`config.mk`:
```
export PLATFORM = sky130hd
export DESIGN_NAME = sram_rd_streamer_flat
export DESIGN_NICKNAME = d
export VERILOG_FILES = /design/src/rtl/sram_rd_streamer_if.sv /design/src/rtl/sram_rd_streamer.sv /design/src/flat_wrapper.sv
export SDC_FILE = /design/constraint.sdc
export NUM_CORES = 1
export LEC_CHECK = 0
export BUFFER_PORTS_ARGS = -buffer_cell sky130_fd_sc_hd__buf_2
export CORE_ASPECT_RATIO = 2
export CORE_MARGIN = 2
export CORE_UTILIZATION = 56
export CTS_BUF_LIST = sky130_fd_sc_hd__clkbuf_16
export DETAILED_ROUTE_END_ITERATION = 16
export PLACE_DENSITY = 0.83
export SYNTH_ARGS = -nofsm -noshare
export SYNTH_HDL_FRONTEND = slang
export SYNTH_SLANG_ARGS = --single-unit
export TNS_END_PERCENT = 5
```
`constraint.sdc`:
```
create_clock -name clk -period 3.7 [get_ports clk]
set_input_delay 0.37 -clock clk [delete_from_list [all_inputs] [get_ports clk]]
set_output_delay 0.37 -clock clk [all_outputs]
set_load 0.01 [all_outputs]
```
`src/rtl/sram_rd_streamer_if.sv`:
```
// Signal bundle for the SRAM read streamer: command/status, the SRAM read port, and the output stream.
// The slave modport is the streamer's view; master is the environment driving it.
interface sram_rd_streamer_if #(
    parameter int unsigned ADDR_W = 13,
    parameter int unsigned DATA_W = 32,
    parameter int unsigned LEN_W  = 14
);
    logic              start;
    logic [ADDR_W-1:0] base_addr;
    logic [LEN_W-1:0]  len;
    logic              busy;
    logic              done;
    logic              sram_csbn;
    logic [ADDR_W-1:0] sram_raddr;
    logic [DATA_W-1:0] sram_rdata;
    logic              m_valid;
    logic              m_ready;
    logic [DATA_W-1:0] m_data;
    logic              m_last;

    modport slave (
        input  start, base_addr, len, sram_rdata, m_ready,
        output busy, done, sram_csbn, sram_raddr, m_valid, m_data, m_last
    );

    modport master (
        output start, base_addr, len, sram_rdata, m_ready,
        input  busy, done, sram_csbn, sram_raddr, m_valid, m_data, m_last
    );
endinterface

```
`src/rtl/sram_rd_streamer.sv`:
```
// Burst reader for a single-clock SRAM with 1-cycle registered read latency, feeding a
// valid/ready stream through a 2-entry skid FIFO so full throughput survives backpressure.
module sram_rd_streamer #(
    parameter int unsigned ADDR_W = 13,
    parameter int unsigned DATA_W = 32,
    parameter int unsigned LEN_W  = 14
) (
    input logic               clk,
    input logic               rst,
    sram_rd_streamer_if.slave bus
);
    typedef enum logic [1:0] {IDLE, READ, DRAIN} state_t;

    state_t            state, state_nx;
    logic [ADDR_W-1:0] base_q;
    logic [LEN_W-1:0]  len_q;
    logic [LEN_W-1:0]  issue_cnt;
    logic [LEN_W-1:0]  pop_cnt;
    logic              inflight;
    logic [DATA_W-1:0] fifo [2];
    logic              wr_ptr;
    logic              rd_ptr;
    logic [1:0]        count;
    logic              done_q;

    logic              accept;
    logic              pop;
    logic              issue;
    logic              last_pop;
    logic              last_issue;
    logic [2:0]        occ;

    always_comb begin
        accept     = 1'b0;
        pop        = 1'b0;
        issue      = 1'b0;
        last_pop   = 1'b0;
        last_issue = 1'b0;
        occ        = '0;
        state_nx   = state;

        accept   = (state == IDLE) && bus.start;
        pop      = (count != 2'd0) && bus.m_ready;
        last_pop = pop && (pop_cnt == len_q - LEN_W'(1));
        // Credit: words buffered plus the read in flight, less the word leaving this cycle.
        occ      = {1'b0, count} + {2'b00, inflight} - {2'b00, pop};
        issue    = (state == READ) && (occ < 3'd2);
        last_issue = issue && (issue_cnt + LEN_W'(1) == len_q);

        case (state)
            IDLE:    if (bus.start && (bus.len != '0)) state_nx = READ;
            READ:    if (last_issue) state_nx = DRAIN;
            DRAIN:   if (last_pop) state_nx = IDLE;
            default: state_nx = IDLE;
        endcase
    end

    always_ff @(posedge clk) begin
        if (rst) state <= IDLE;
        else     state <= state_nx;
    end

    always_ff @(posedge clk) begin
        if (rst) begin
            base_q    <= '0;
            len_q     <= '0;
            issue_cnt <= '0;
            pop_cnt   <= '0;
            inflight  <= 1'b0;
            wr_ptr    <= 1'b0;
            rd_ptr    <= 1'b0;
            count     <= '0;
            done_q    <= 1'b0;
        end else begin
            done_q   <= (accept && (bus.len == '0)) || ((state == DRAIN) && last_pop);
            inflight <= issue;
            count    <= count + {1'b0, inflight} - {1'b0, pop};
            if (accept) begin
                base_q    <= bus.base_addr;
                len_q     <= bus.len;
                issue_cnt <= '0;
                pop_cnt   <= '0;
            end else begin
                if (issue) issue_cnt <= issue_cnt + LEN_W'(1);
                if (pop)   pop_cnt   <= pop_cnt + LEN_W'(1);
            end
            if (inflight) wr_ptr <= ~wr_ptr;
            if (pop)      rd_ptr <= ~rd_ptr;
        end
    end

    always_ff @(posedge clk) begin
        if (!rst && inflight) fifo[wr_ptr] <= bus.sram_rdata;
    end

    assign bus.busy       = (state != IDLE);
    assign bus.done       = done_q;
    assign bus.sram_csbn  = ~issue;
    assign bus.sram_raddr = issue ? (base_q + issue_cnt[ADDR_W-1:0]) : '0;
    assign bus.m_valid    = (count != 2'd0);
    assign bus.m_data     = (count != 2'd0) ? fifo[rd_ptr] : '0;
    assign bus.m_last     = (count != 2'd0) && (pop_cnt == len_q - LEN_W'(1));
endmodule
```
`src/flat_wrapper.sv`:
```
// flat-port wrapper written by rule: the top's interface ports become plain ports
module sram_rd_streamer_flat 
#(
    parameter int unsigned ADDR_W = 13,
    parameter int unsigned DATA_W = 32,
    parameter int unsigned LEN_W  = 14
)
  (clk, rst, bus_start, bus_base_addr, bus_len, bus_sram_rdata, bus_m_ready, bus_busy, bus_done, bus_sram_csbn, bus_sram_raddr, bus_m_valid, bus_m_data, bus_m_last);
  sram_rd_streamer_if #(.ADDR_W(ADDR_W), .DATA_W(DATA_W), .LEN_W(LEN_W)) bus_i ();
  input logic clk;
  input logic rst;
  input wire logic [$bits(bus_i.start)-1:0] bus_start;
  input wire logic [$bits(bus_i.base_addr)-1:0] bus_base_addr;
  input wire logic [$bits(bus_i.len)-1:0] bus_len;
  input wire logic [$bits(bus_i.sram_rdata)-1:0] bus_sram_rdata;
  input wire logic [$bits(bus_i.m_ready)-1:0] bus_m_ready;
  output wire logic [$bits(bus_i.busy)-1:0] bus_busy;
  output wire logic [$bits(bus_i.done)-1:0] bus_done;
  output wire logic [$bits(bus_i.sram_csbn)-1:0] bus_sram_csbn;
  output wire logic [$bits(bus_i.sram_raddr)-1:0] bus_sram_raddr;
  output wire logic [$bits(bus_i.m_valid)-1:0] bus_m_valid;
  output wire logic [$bits(bus_i.m_data)-1:0] bus_m_data;
  output wire logic [$bits(bus_i.m_last)-1:0] bus_m_last;
  assign bus_i.start = bus_start;
  assign bus_i.base_addr = bus_base_addr;
  assign bus_i.len = bus_len;
  assign bus_i.sram_rdata = bus_sram_rdata;
  assign bus_i.m_ready = bus_m_ready;
  assign bus_busy = bus_i.busy;
  assign bus_done = bus_i.done;
  assign bus_sram_csbn = bus_i.sram_csbn;
  assign bus_sram_raddr = bus_i.sram_raddr;
  assign bus_m_valid = bus_i.m_valid;
  assign bus_m_data = bus_i.m_data;
  assign bus_m_last = bus_i.m_last;
  sram_rd_streamer #(.ADDR_W(ADDR_W), .DATA_W(DATA_W), .LEN_W(LEN_W)) u_core (.clk(clk), .rst(rst), .bus(bus_i));
endmodule
```
== Yosys cells after proc, flatten, opt, wreduce, memory -nomap -nowiden ==
Memory sizes are Yosys's and may differ from the RTL's. A register that Yosys moved wholly into a read port is not among the register bits.
Index checks and enable logic that the tools add are counted.

* Bits in writable memories: 64
* Input port bits: 63
* Flip-flop bits (word level): 63
* Output and inout bits: 50
* Word-level logic and storage cells: 59
* Memories kept: 1

{| class="wikitable"
|+ Memory list
! name !! depth !! bits a word !! rd ports !! clocked after memory_dff !! wr ports !! line !! RTL
|-
| u_core.fifo || 2 || 32 || 1 || 1 || 1 || sram_rd_streamer.sv:20 || <nowiki>logic [DATA_W-1:0] fifo [2];</nowiki>
|}

* Bitwise operators: 3
* Equality and inequality tests: 7
* Multiplexer cells: 10
* Magnitude comparators: 1
* Reduce and logical (&&, ||, !) cells: 19
* Add/sub/neg operators: 8

{| class="wikitable"
|+ Operator list
! kind !! number
|-
| 2-to-1 mux 32 bit || 1
|-
| adder 14 x 1 -> 14 bit (second input constant) || 2
|-
| equality test 14 bit || 2
|-
| logical NOT 14 bit || 1
|-
| nonzero test 14 bit || 1
|-
| subtractor 14 x 1 -> 14 bit (second input constant) || 1
|-
| adder 13 bit || 1
|-
| 2-to-1 mux 13 bit || 1
|-
| logical AND 1 bit || 10
|-
| 2-to-1 mux 2 bit || 3
|-
| one-hot mux 2 bit (3 select lines) || 1
|-
| 2-to-1 mux 1 bit || 4
|-
| != test 2 x 1 -> 1 bit (second input constant) || 2
|-
| nonzero test 2 bit || 2
|-
| adder 2 x 1 -> 3 bit || 1
|-
| < comparator 3 x 2 -> 1 bit (second input constant) || 1
|-
| inverter 1 bit || 3
|-
| AND reduction 3 bit || 1
|-
| subtractor 3 x 1 -> 3 bit || 1
|-
| adder 2 x 1 -> 2 bit || 1
|-
| equality test 2 x 1 -> 1 bit (second input constant) || 1
|-
| equality test 2 bit (second input constant) || 1
|-
| logical NOT 2 bit || 1
|-
| != test 2 bit (second input constant) || 1
|-
| 4 further kinds || 4
|}

== Logic depth before layout (Yosys ltp) ==
Gate-level depths: netlist (run 1).

* Word-level depth: 8
* Mapped depth: 16
* Mapped depth without buffers: 13

== Worst setup path before layout (run 1) ==
No wires, ideal clock.

* Path type: in2reg
* Start point: input rst
* End point: memory u_core.fifo[1][0] (enable)
* Setup time: 0.468 ns
* Path slack: 0.348 ns
* Cell stages on the path: 2
* Path buffers: 1
* Arrival time: 2.885 ns
* Data required time: 3.232 ns
* Path through: buf_6 > nor3b_1

* Cells in the longest elaborated chain, start to end: 4

{| class="wikitable"
|+ Ends and longest elaborated chain
! what !! line !! RTL
|-
| start: declaration || flat_wrapper.sv:11 || <nowiki>input logic rst;</nowiki>
|-
| logical NOT 1 bit || sram_rd_streamer.sv:93 || <nowiki>if (!rst && inflight) fifo[wr_ptr] <= bus.sram_rdata;</nowiki>
|-
| logical AND 1 bit || sram_rd_streamer.sv:93 ||
|-
| 2-to-1 mux 1 bit || sram_rd_streamer.sv:93 ||
|-
| 2-to-1 mux 1 bit (not written as such) || sram_rd_streamer.sv:93 ||
|-
| end: declaration || sram_rd_streamer.sv:20 ||
|}

Every way passes these cells.

== Final worst setup path (run 1) ==
* Start point: register u_core.len_q[0]
* End point: output bus_m_last

* Cells in the longest elaborated chain, start to end: 3

{| class="wikitable"
|+ Ends and longest elaborated chain
! what !! line !! RTL
|-
| start: declaration || sram_rd_streamer.sv:16 || <nowiki>logic [LEN_W-1:0] len_q;</nowiki>
|-
| start signal: assignment || sram_rd_streamer.sv:80 || <nowiki>len_q <= bus.len;</nowiki>
|-
| subtractor 14 x 1 -> 14 bit || sram_rd_streamer.sv:102 || <nowiki>assign bus.m_last = (count != 2'd0) && (pop_cnt == len_q - LEN_W'(1));</nowiki>
|-
| equality test 14 bit || sram_rd_streamer.sv:102 ||
|-
| logical AND 1 bit || sram_rd_streamer.sv:102 ||
|-
| end: declaration || flat_wrapper.sv:23 || <nowiki>output wire logic [$bits(bus_i.m_last)-1:0] bus_m_last;</nowiki>
|}

Every way passes these cells.

==> results.toml, run 1 <==
[sta]
setup_viol = 0
max_freq_mhz = 279
layout_min_cycle_time_ns = 3.58
period_share_pct = 96.8
rsz0062_at_grt = "false"
slew_viol_final = 0
setup_tns_ns = 0
final_hold_viol_count = 0
worst_pin_slew_ns = 0.996
skew_ns = 0.00675
final.setup.worst_slack_ns = 0.119
slew_headroom_pct = 33.6

[logic_synthesis]
synthSimpleGateAreaFrac_pct = 18.5
ys_types = 59
synth-edff-count = 64
ys_ff_latch = 128
netlist_instances = 651
synth_ff_type = "edfxtp_1"
synth-compound-area-share_pct = 9.26
ys_seq_area_share_pct = 49.6
ys_top_cells_by_count = "nor2_1 (92), nand2_1 (75), dfxtp_1 (64), edfxtp_1 (64), a21oi_1 (40)"
synth_fa_ha_area_share_pct = 3.91
synth.area.top_cells = "edfxtp_1 (30%), dfxtp_1 (20%), mux2i_1 (5.7%), nor2_1 (5.3%), xnor2_1 (4.7%)"
synth.largest_area_cell = "edfxtp_1"
syn-cell-area_sq_um = 6460
async_reset_ff_share_pct = 0
syn-num-nets = 733
synthMuxAreaShare_pct = 5.91
synth_top_family_by_area = "simple AND/OR/NAND/NOR gates"
ys_warn_count = 0
avgSynthCellArea_sq_um = 9.92
yosys.area_share.xor_xnor_pct = 9.21
yosysMostFrequentCell = "nor2_1"
synth_top_area_share_pct = 29.8

[global_routing]
grt_max_degree = 39
grt_pass1_wl_um = 24400
grt_use_total_pct = 25.9
grt_pass1_vias = 5276
grt-ovfl-total = 0
antenna_found_initial = 0

[clocking]
cts_root_buf = "clkbuf_16"
clk_latency_ns = 0.42
clk_pin_slew_ns = 0.06
cts_hold_buf = 0
cts-buffers-inserted = 17
htree_levels = 4
clockBufferDepth = 2
cts_sinks = 128
cts_tree = "done"

[floorplan]
num_rows = 55
dieArea_sq_um = 12500
fp.dieW_um = 79.9
chipHeight_um = 156
core_sq_um = 11300
io-pin-count = 113
initial_core_util_pct = 57.2

[place]
io_buffers = 112
globalplace.congestion = 0.868
dpl.hpwl_um = 11000
place_ws_ns = 0.215

[critical_path]
crit_slowest_cell = "dfxtp_1"
r2r_start = "u_core.count[1]$_SDFF_PP0_"
r2r_setup_slack_ns = 0.42
worst_setup_path_start_kind = "register"
crit_buf_inv = 2
end_kind = "primary output"
worstPathArrival_ns = 3.21
worstPathRequired_ns = 3.33
setup.worst_path.class = "reg -> out"
critPathMaxFanout = 7
worstPathCellList = "inv_1 > ha_2 > xnor2_1 > or4_1 > or4_4 > a2111oi_4 > and2_2 > buf_2"
rr_worst_depth = 12
regToRegEndpoint = "u_core.state[1]$_SDFFE_PP0P_"
critPathMaxStageDelay_ns = 0.52
critPathTopFamily = "simple AND/OR/NAND/NOR gates"

[worst_hold_path]
hold_start = "bus_sram_rdata[4]"
min_delay_worst_endpoint = "u_core.fifo[1][4]$_DFFE_PP_"
min_path_cells = 1
hp-class = "in -> reg"

[detailed_routing]
drt-total-wl_um = 15600
route.met2.wl_um = 8540
wl_per_cell_um = 17.2
wl_met3_um = 868
drt-initial-drc-count = 299
vias = 5271
ant_nets = 0
avgViaCountPerCell = 5.80
top_layer = "met4"
firstDrtPassIters = 5
drc = 0
wl_met1_um = 5180

[pwr]
ir_worst_vdd_mv = 0.421
powerDensity_nw_per_um2 = 553
leakagePower_nw = 3.01

[cells_and_area]
antenna_cells = 0
syn_to_final_growth_pct = 19.5
fillCellCount = 823
drive_gt1_share_pct = 22.7
final_nets = 836

[flow_run]
maxCapViolCount = 0

[status]
status = "complete, no violations"
==> stage by stage <==
stage	total power, mW	area [sq um]	instances	hold slack (ns)	util (%)
after global placement	2.58	7090	876	0.449	62.8
after floorplan	2.29	6460	651	0.438	-
after CTS	4.28	7690	908	0.126	68.1
after global routing	4.46	7720	909	0.123	68.4
after detailed placement	2.62	7090	876	0.456	62.8
final	4.27	7720	909	0.131	68.4
==> power breakdown <==
part	internal (mW)	total, mW	switching (mW)
clock	0.957	1.65	0.695
combinational	0.406	0.944	0.538
sequential	1.56	1.67	0.113
==> how the worst max path moves through the flow <==
stage / endpoint / startpoint / slack [ns] / depth (start not counted)
3_5_place_dp: u_core.state[1]$_SDFFE_PP0P_ / bus_m_ready / 0.22 / 13
5_1_grt: bus_m_last / u_core.len_q[0]$_SDFFE_PP0P_ / 0.009 / 8
4_1_cts: bus_m_last / u_core.len_q[0]$_SDFFE_PP0P_ / 0.02 / 9
2_1_floorplan: u_core.fifo[1][0]$_DFFE_PP_ / rst / 0.35 / 2
3_3_place_gp: u_core.state[1]$_SDFFE_PP0P_ / bus_m_ready / 0.39 / 14
6_report: bus_m_last / u_core.len_q[0]$_SDFFE_PP0P_ / 0.12 / 8
==> layout make-up <==
type                    count  area [sq um]  area share, %
clock buffers              17           425           5.51
clock inverters            15           168           2.17
inverters                  15          56.3          0.730
multi-input cells         471          3060           39.6
flip-flops and latches    128          3200           41.5
well taps                 142           178           2.30
repair buffers            121           628           8.14
==> cell families after synthesis <==
logic type	count (synthesis)
buffers and inverters	52
and+or+nand+nor	253
DFF	128
xor gates and xnor gates	67
muxes	38
adders and majority gates	19
AOI/OAI and AO/OA	94
==> per-layer routing <==
metal,vias to the layer above,track usage (%)
li1,2493,-
met5,-,0
met4,0,18.2
met1,2464,22.9
met2,242,48.8
met3,72,6.02
==> worst register-to-register path: stages (launching register included) <==
cell,delay (ns)
dfxtp_1,0.35
o21a_1,0.22
ha_1,0.27
inv_1,0.04
ha_1,0.19
fa_1,0.49
nor3_2,0.24
and2_4,0.23
inv_1,0.13
nor4_1,0.30
o2111ai_1,0.18
or4_1,0.43
a21oi_1,0.14
==> state kept, by name, summed over array words and instances (netlist names), 2 cells and up, named ones only <==
| name | count |
|---|---|
| u_core.state | 2 |
| u_core.count | 2 |
| u_core.issue_cnt | 14 |
| u_core.fifo | 64 |
| u_core.pop_cnt | 14 |
| u_core.base_q | 13 |
| u_core.len_q | 14 |
==> what timing repair did <==
| item | in CTS | in global routing |
|---|---|---|
| pin swaps | 0 | 1 |
| resized for setup | 1 | 5 |
| cloned | 0 | 0 |
| buffers inserted | 0 | 1 |
| setup endpoints to repair | 2 | 10 |
==> cells in the final DEF, fill, tap and decap left out, types with 4 or more instances in the layout <==
cell       synthesis  layout
nand3_1           15      15
a211oi_1           5       4
dfxtp_1           64      63
nor2_1            92      91
buf_4              1       9
inv_8              0       4
clkbuf_16          0      17
nor4_1             5       5
xnor2_1           35      35
or3_1             10      10
a31oi_1            6       6
nand4_1            7       7
or4_1              4       4
nor3_2             2       4
and3_1             6       6
o21ai_0           16      16
mux2i_1           37      37
nor3_1            13      11
inv_1             15      15
xor2_1            31      31
nand2_1           75      75
a21oi_1           40      40
inv_6              0       4
buf_2              2     112
edfxtp_1          64      64
a21o_1             4       4
ha_1              17      16
Power figures use the tool's default switching activity.
==> run 2, diff against run 1 <==
--- a/config.mk
+++ b/config.mk
@@ -11,6 +11,7 @@
 export CORE_UTILIZATION = 56
 export CTS_BUF_LIST = sky130_fd_sc_hd__clkbuf_16
 export DETAILED_ROUTE_END_ITERATION = 16
+export GPL_TIMING_DRIVEN = 0
 export PLACE_DENSITY = 0.83
 export SYNTH_ARGS = -nofsm -noshare
 export SYNTH_HDL_FRONTEND = slang
==> constraint.sdc (replaced) <==
create_clock -name clk -period 4 [get_ports clk]
set_input_delay 0.4 -clock clk [delete_from_list [all_inputs] [get_ports clk]]
set_output_delay 0.4 -clock clk [all_outputs]
set_load 0.01 [all_outputs]
==> run 2 against run 1 <==
Compared with the run above:
- wire length is 3.8% higher
- sequential share of layout area fell by 0.70 points
- non-clock buffer count up 34
- count of clock-buffer cells in the layout stayed put
- global-route usage increased by 0.91 points
- combinational power rose by 5.1%
- hold slack improved by 0.035 ns
- clock skew hardly changed
- register-to-register slack lost 0.15 ns
- clock power down 12%
- die area stayed put
- flip-flop and latch count unchanged
==> results.toml, run 2 (synthesis results as in run 1) <==
[sta]
rsz0062_at_grt = "false"
setup_tns_ns = 0
period_share_pct = 94.9
setup_viol = 0
max_freq_mhz = 263
skew_ns = 0.00673
worst_pin_slew_ns = 0.784
slew_viol_final = 0
slew_headroom_pct = 47.5
final_hold_viol_count = 0
layout_min_cycle_time_ns = 3.80

[critical_path]
critPathTopFamily = "adder cells"
worstPathRequired_ns = 3.60
setup.worst_path.class = "reg -> out"
worst_setup_path_start_kind = "register"
worstPathArrival_ns = 3.40
critPathMaxFanout = 9
crit_slowest_cell = "fa_1"
critPathMaxStageDelay_ns = 0.40
worstPathCellList = "o21a_2 > ha_1 > inv_1 > ha_1 > fa_1 > xnor2_1 > nor3_2 > and2_1 > buf_2 > clkinvlp_4 > buf_4 > nor3_1 > buf_2"
r2r_setup_slack_ns = 0.27
end_kind = "primary output"
crit_buf_inv = 5

[clocking]
clk_pin_slew_ns = 0.07
clk_latency_ns = 0.43
cts_sinks = 128
cts_tree = "done"
htree_levels = 4
cts-buffers-inserted = 17
clockBufferDepth = 2
cts_root_buf = "clkbuf_16"

[global_routing]
gr-usage-met2_pct = 51.2
grt-ovfl-total = 0
gr-usage-met1_pct = 24.2
grtUsageMet3_pct = 4.80
grt_use_total_pct = 26.8
grt-busiest-layer = "met2"
grt_pass1_vias = 5448
grt_max_degree = 17
antenna_found_initial = 0
grt_pass1_wl_um = 25300

[pwr]
switchingPower_mw = 1.28
fin_total_pwr_mw = 3.94
sw_frac_of_total_pct = 32.4
leakagePower_nw = 3.06
clockPowerShare_pct = 37.1
p_int_mw = 2.66
power_frac_comb_pct = 25.2
powerDensity_nw_per_um2 = 502
seqPwrFrac_pct = 37.8
ir_worst_vdd_mv = 0.317

[detailed_routing]
drt-initial-drc-count = 320
ant_nets = 0
wl_per_cell_um = 17.2
avgViaCountPerCell = 5.70
drc = 0
vias = 5374
firstDrtPassIters = 7
drt-total-wl_um = 16200

[status]
status = "complete, no violations"

[floorplan]
io-pin-count = 113
dieArea_sq_um = 12500
initial_core_util_pct = 57.2
chipHeight_um = 156
num_rows = 55
core_sq_um = 11300
fp.dieW_um = 79.9

[cells_and_area]
final_util_pct = 69.5
layout_common_cells = "buf_2 (115), nor2_1 (92), nand2_1 (75), dfxtp_1 (64), edfxtp_1 (64)"
fillCellCount = 850
final_common_cell = "buf_2"
largest_reg_flops = 64
top_register = "u_core.fifo"
antenna_cells = 0
final_nets = 870
syn_to_final_growth_pct = 21.5
drive_gt1_share_pct = 22.1
finish.instance_area_sq_um = 7850

[place]
dpl_cell_area_sq_um = 7250
io_buffers = 112
dpl.hpwl_um = 11800
globalplace.congestion = 0.894

[worst_hold_path]
hp-class = "in -> reg"

[flow_run]
maxCapViolCount = 0
run 2: worst reg2reg max path, cell delays in order, from the launching register on:
cell and delay (ns):
dfxtp_1 0.35, o21a_2 0.30, ha_1 0.31, inv_1 0.05
ha_1 0.21, fa_1 0.40, xnor2_1 0.15, nor3_2 0.15
and2_1 0.15, buf_2 0.20, clkinvlp_4 0.20, buf_4 0.19
or3_1 0.35, clkbuf_1 0.16, nor3_1 0.23, xnor2_1 0.15
nor2_1 0.05
run 2: final timing paths:
kind                                               startpoint                           endpoint  cells past startpoint
worst min register to register  u_core.base_q[7]$_SDFFE_PP0P_      u_core.base_q[7]$_SDFFE_PP0P_                      2
worst min-delay path                       bus_sram_rdata[25]       u_core.fifo[0][25]$_DFFE_PP_                      1
worst max-delay path               u_core.count[1]$_SDFF_PP0_                  bus_sram_raddr[4]                     13
worst max register to register     u_core.count[1]$_SDFF_PP0_  u_core.issue_cnt[13]$_SDFFE_PP0P_                     16
run 2: power groups by stage:
| stage | logic [mW] | registers [mW] | clock network, mW |
|---|---|---|---|
| floorplan | 0.617 | 1.50 | 0 |
| global placement | 0.895 | 1.51 | 0 |
| detailed placement | 0.935 | 1.51 | 0 |
| CTS | 0.956 | 1.49 | 1.47 |
| global route | 1.08 | 1.49 | 1.53 |
| finish | 0.992 | 1.49 | 1.46 |
run 2: layout make-up:
| cell class | count | area (sq um) | area share (%) |
|---|---|---|---|
| multi-input combinational | 471 | 3040 | 38.7 |
| inverter | 15 | 60.1 | 0.766 |
| clock buffer | 17 | 425 | 5.42 |
| tap | 142 | 178 | 2.26 |
| timing repair buffer | 120 | 636 | 8.10 |
| clock inverter | 15 | 136 | 1.74 |
| sequential | 128 | 3200 | 40.8 |
| buffer | 35 | 169 | 2.15 |
run 2: timing repair:
action	in CTS	in global routing
buffers inserted	0	4
endpoints found under the setup margin	11	15
pin swaps	0	0
gates resized for setup	1	4
hold buffers	0	0
run 2: metrics by stage:
stage                     cells  hold slack [ns]  setup WS [ns]
after floorplan             651            0.438          0.618
after global placement      905            0.450         -0.364
after detailed placement    909            0.455         0.0913
after CTS                   939            0.154         0.0380
after global routing        943            0.154        0.00289
final                       943            0.166          0.202
run 2: metal layers:
layer	share of wire, %	routed length [um]
met2	56	9070
met3	4.9	797
met4	6.0	979
met1	33	5380
met5	0	0
==> run 3, diff against run 2 <==
--- a/config.mk
+++ b/config.mk
@@ -6,13 +6,14 @@
 export NUM_CORES = 1
 export LEC_CHECK = 0
 export BUFFER_PORTS_ARGS = -buffer_cell sky130_fd_sc_hd__buf_2
+export CELL_PAD_IN_SITES_DETAIL_PLACEMENT = 0
+export CELL_PAD_IN_SITES_GLOBAL_PLACEMENT = 1
 export CORE_ASPECT_RATIO = 2
-export CORE_MARGIN = 2
-export CORE_UTILIZATION = 56
+export CORE_UTILIZATION = 43
 export CTS_BUF_LIST = sky130_fd_sc_hd__clkbuf_16
 export DETAILED_ROUTE_END_ITERATION = 16
 export GPL_TIMING_DRIVEN = 0
-export PLACE_DENSITY = 0.83
+export PLACE_DENSITY = 0.82
 export SYNTH_ARGS = -nofsm -noshare
 export SYNTH_HDL_FRONTEND = slang
 export SYNTH_SLANG_ARGS = --single-unit
==> run 3 against run 2 <==
Compared with the run above:
- flip-flop and latch count unchanged
- power up 1.1%
- clock power increased by 5%
- cell area is 1.4% higher
- register-to-register slack better by 0.03 ns
- combinational power fell by 2.1%
- core utilization decreased by 16 points
- via count is 4.0% lower
- wire length shrank 1.4%
- count of clock-buffer cells in the layout unchanged
- hold slack gained 0.0084 ns
- first-iteration DRC count shrank 47%
- critical path type unchanged
- critical endpoint is now bus_sram_raddr[11]
- largest power group is now the clock network
- highest routed layer unchanged
==> results.toml, run 3 (synthesis results as in run 1) <==
[critical_path]
setup.worst_path.class = "reg -> out"
worstPathCellList = "o21a_2 > ha_1 > inv_1 > ha_1 > fa_1 > nor3_2 > and2_1 > buf_2 > clkinvlp_4 > clkbuf_4 > nor2_1 > buf_2"
critPathMaxFanout = 10
end_kind = "primary output"
crit_slowest_cell = "fa_1"
worst_setup_path_start_kind = "register"
crit_buf_inv = 5
critPathTopFamily = "adder cells"
cp.depth = 12
critPathMaxStageDelay_ns = 0.48
worstPathArrival_ns = 3.44
worstPathRequired_ns = 3.60
r2r_setup_slack_ns = 0.30
rr_worst_depth = 14

[clocking]
cts_hold_buf = 0
cts-buffers-inserted = 17
clk_latency_ns = 0.42
htree_levels = 4
cts_tree = "done"
cts_root_buf = "clkbuf_16"
cts_sinks = 128
clk_pin_slew_ns = 0.07
clockBufferDepth = 2

[detailed_routing]
ant_nets = 0
wl_per_cell_um = 16.1
drt-initial-drc-count = 169
avgViaCountPerCell = 5.18
drc = 0
firstDrtPassIters = 4
vias = 5158
drt-total-wl_um = 16000

[cells_and_area]
antenna_cells = 0
drive_gt1_share_pct = 22.1
top_register = "u_core.fifo"
final_common_cell = "buf_2"
layout_common_cells = "buf_2 (114), nor2_1 (92), nand2_1 (75), dfxtp_1 (64), edfxtp_1 (64)"
largest_reg_flops = 64
final_util_pct = 54.0
syn_to_final_growth_pct = 23.2
final_nets = 870
finish.instance_area_sq_um = 7950

[global_routing]
grt_use_total_pct = 21.4
antenna_found_initial = 0
grt_max_degree = 17
grt_pass1_wl_um = 24900
grt_pass1_vias = 5325
grt-ovfl-total = 0

[place]
dpl.hpwl_um = 12600
globalplace.congestion = 0.924
io_buffers = 112
dpl_cell_area_sq_um = 7320

[floorplan]
chipHeight_um = 175
fp.dieW_um = 88.6
dieArea_sq_um = 15500
initial_core_util_pct = 43.8
io-pin-count = 113
num_rows = 63
core_sq_um = 14700

[sta]
setup_tns_ns = 0
layout_min_cycle_time_ns = 3.84
slew_headroom_pct = 45.1
worst_pin_slew_ns = 0.819
slew_viol_final = 0
max_freq_mhz = 261
setup_viol = 0
period_share_pct = 95.9
final_hold_viol_count = 0
skew_ns = 0.0117
rsz0062_at_grt = "false"

[status]
status = "complete, no violations"

[flow_run]
maxCapViolCount = 0

[worst_hold_path]
hp-class = "in -> reg"
min_path_cells = 1

[pwr]
leakagePower_nw = 3.08
ir_worst_vdd_mv = 0.301
fin_total_pwr_mw = 3.98
powerDensity_nw_per_um2 = 501
[run 3: metrics by stage]
stage / cells / hold slack, ns / setup WS (ns)
2_1_floorplan: 651 / 0.438 / 0.618
3_3_place_gp: 958 / 0.449 / -0.529
3_5_place_dp: 962 / 0.455 / -0.150
4_1_cts: 993 / 0.158 / 0.00885
5_1_grt: 996 / 0.156 / 0.0143
6_report: 996 / 0.174 / 0.163
[run 3: final timing paths]
check,from,endpoint
max,u_core.count[1]$_SDFF_PP0_,bus_sram_raddr[11]
min,bus_sram_rdata[30],u_core.fifo[1][30]$_DFFE_PP_
max reg2reg,u_core.count[1]$_SDFF_PP0_,u_core.issue_cnt[9]$_SDFFE_PP0P_
min reg2reg,u_core.base_q[5]$_SDFFE_PP0P_,u_core.base_q[5]$_SDFFE_PP0P_
[run 3: power breakdown]
part,switching [mW],internal (mW)
Clock,0.639,0.887
Combinational,0.571,0.401
Sequential,0.0440,1.44
[run 3: worst register-to-register path, cell delays in order, from the launching register on]
cell and delay, ns:
dfxtp_1 0.35, o21a_2 0.29, ha_1 0.30, inv_1 0.04, ha_1 0.18, fa_1 0.48, nor3_2 0.23, and2_1 0.15
buf_2 0.19, clkinvlp_4 0.21, buf_4 0.18, or3_1 0.35, clkbuf_1 0.17, or3_1 0.35, a21oi_1 0.17
[run 3: what timing repair did]
item,in CTS,in global routing
setup buffers,0,4
endpoints found under the setup margin,11,10
gates resized for setup,4,2
[run 3: area by class of cell]
type                       instances  area, sq um
inverter                          15         60.1
multi-input combinational        471         3040
tap                              195          244
buffer                            35          171
sequential                       128         3200
clock inverter                    15          168
timing repair buffer             120          643
fill                            1332         6790
clock buffer                      17          425
[run 3: layer usage]
metal,vias up,routed length (um),track usage [%]
li1,2562,-,-
met1,2435,5320,17.7
met2,129,9510,44.3
met3,32,504,3.57
met4,0,668,11.2
met5,-,0,0
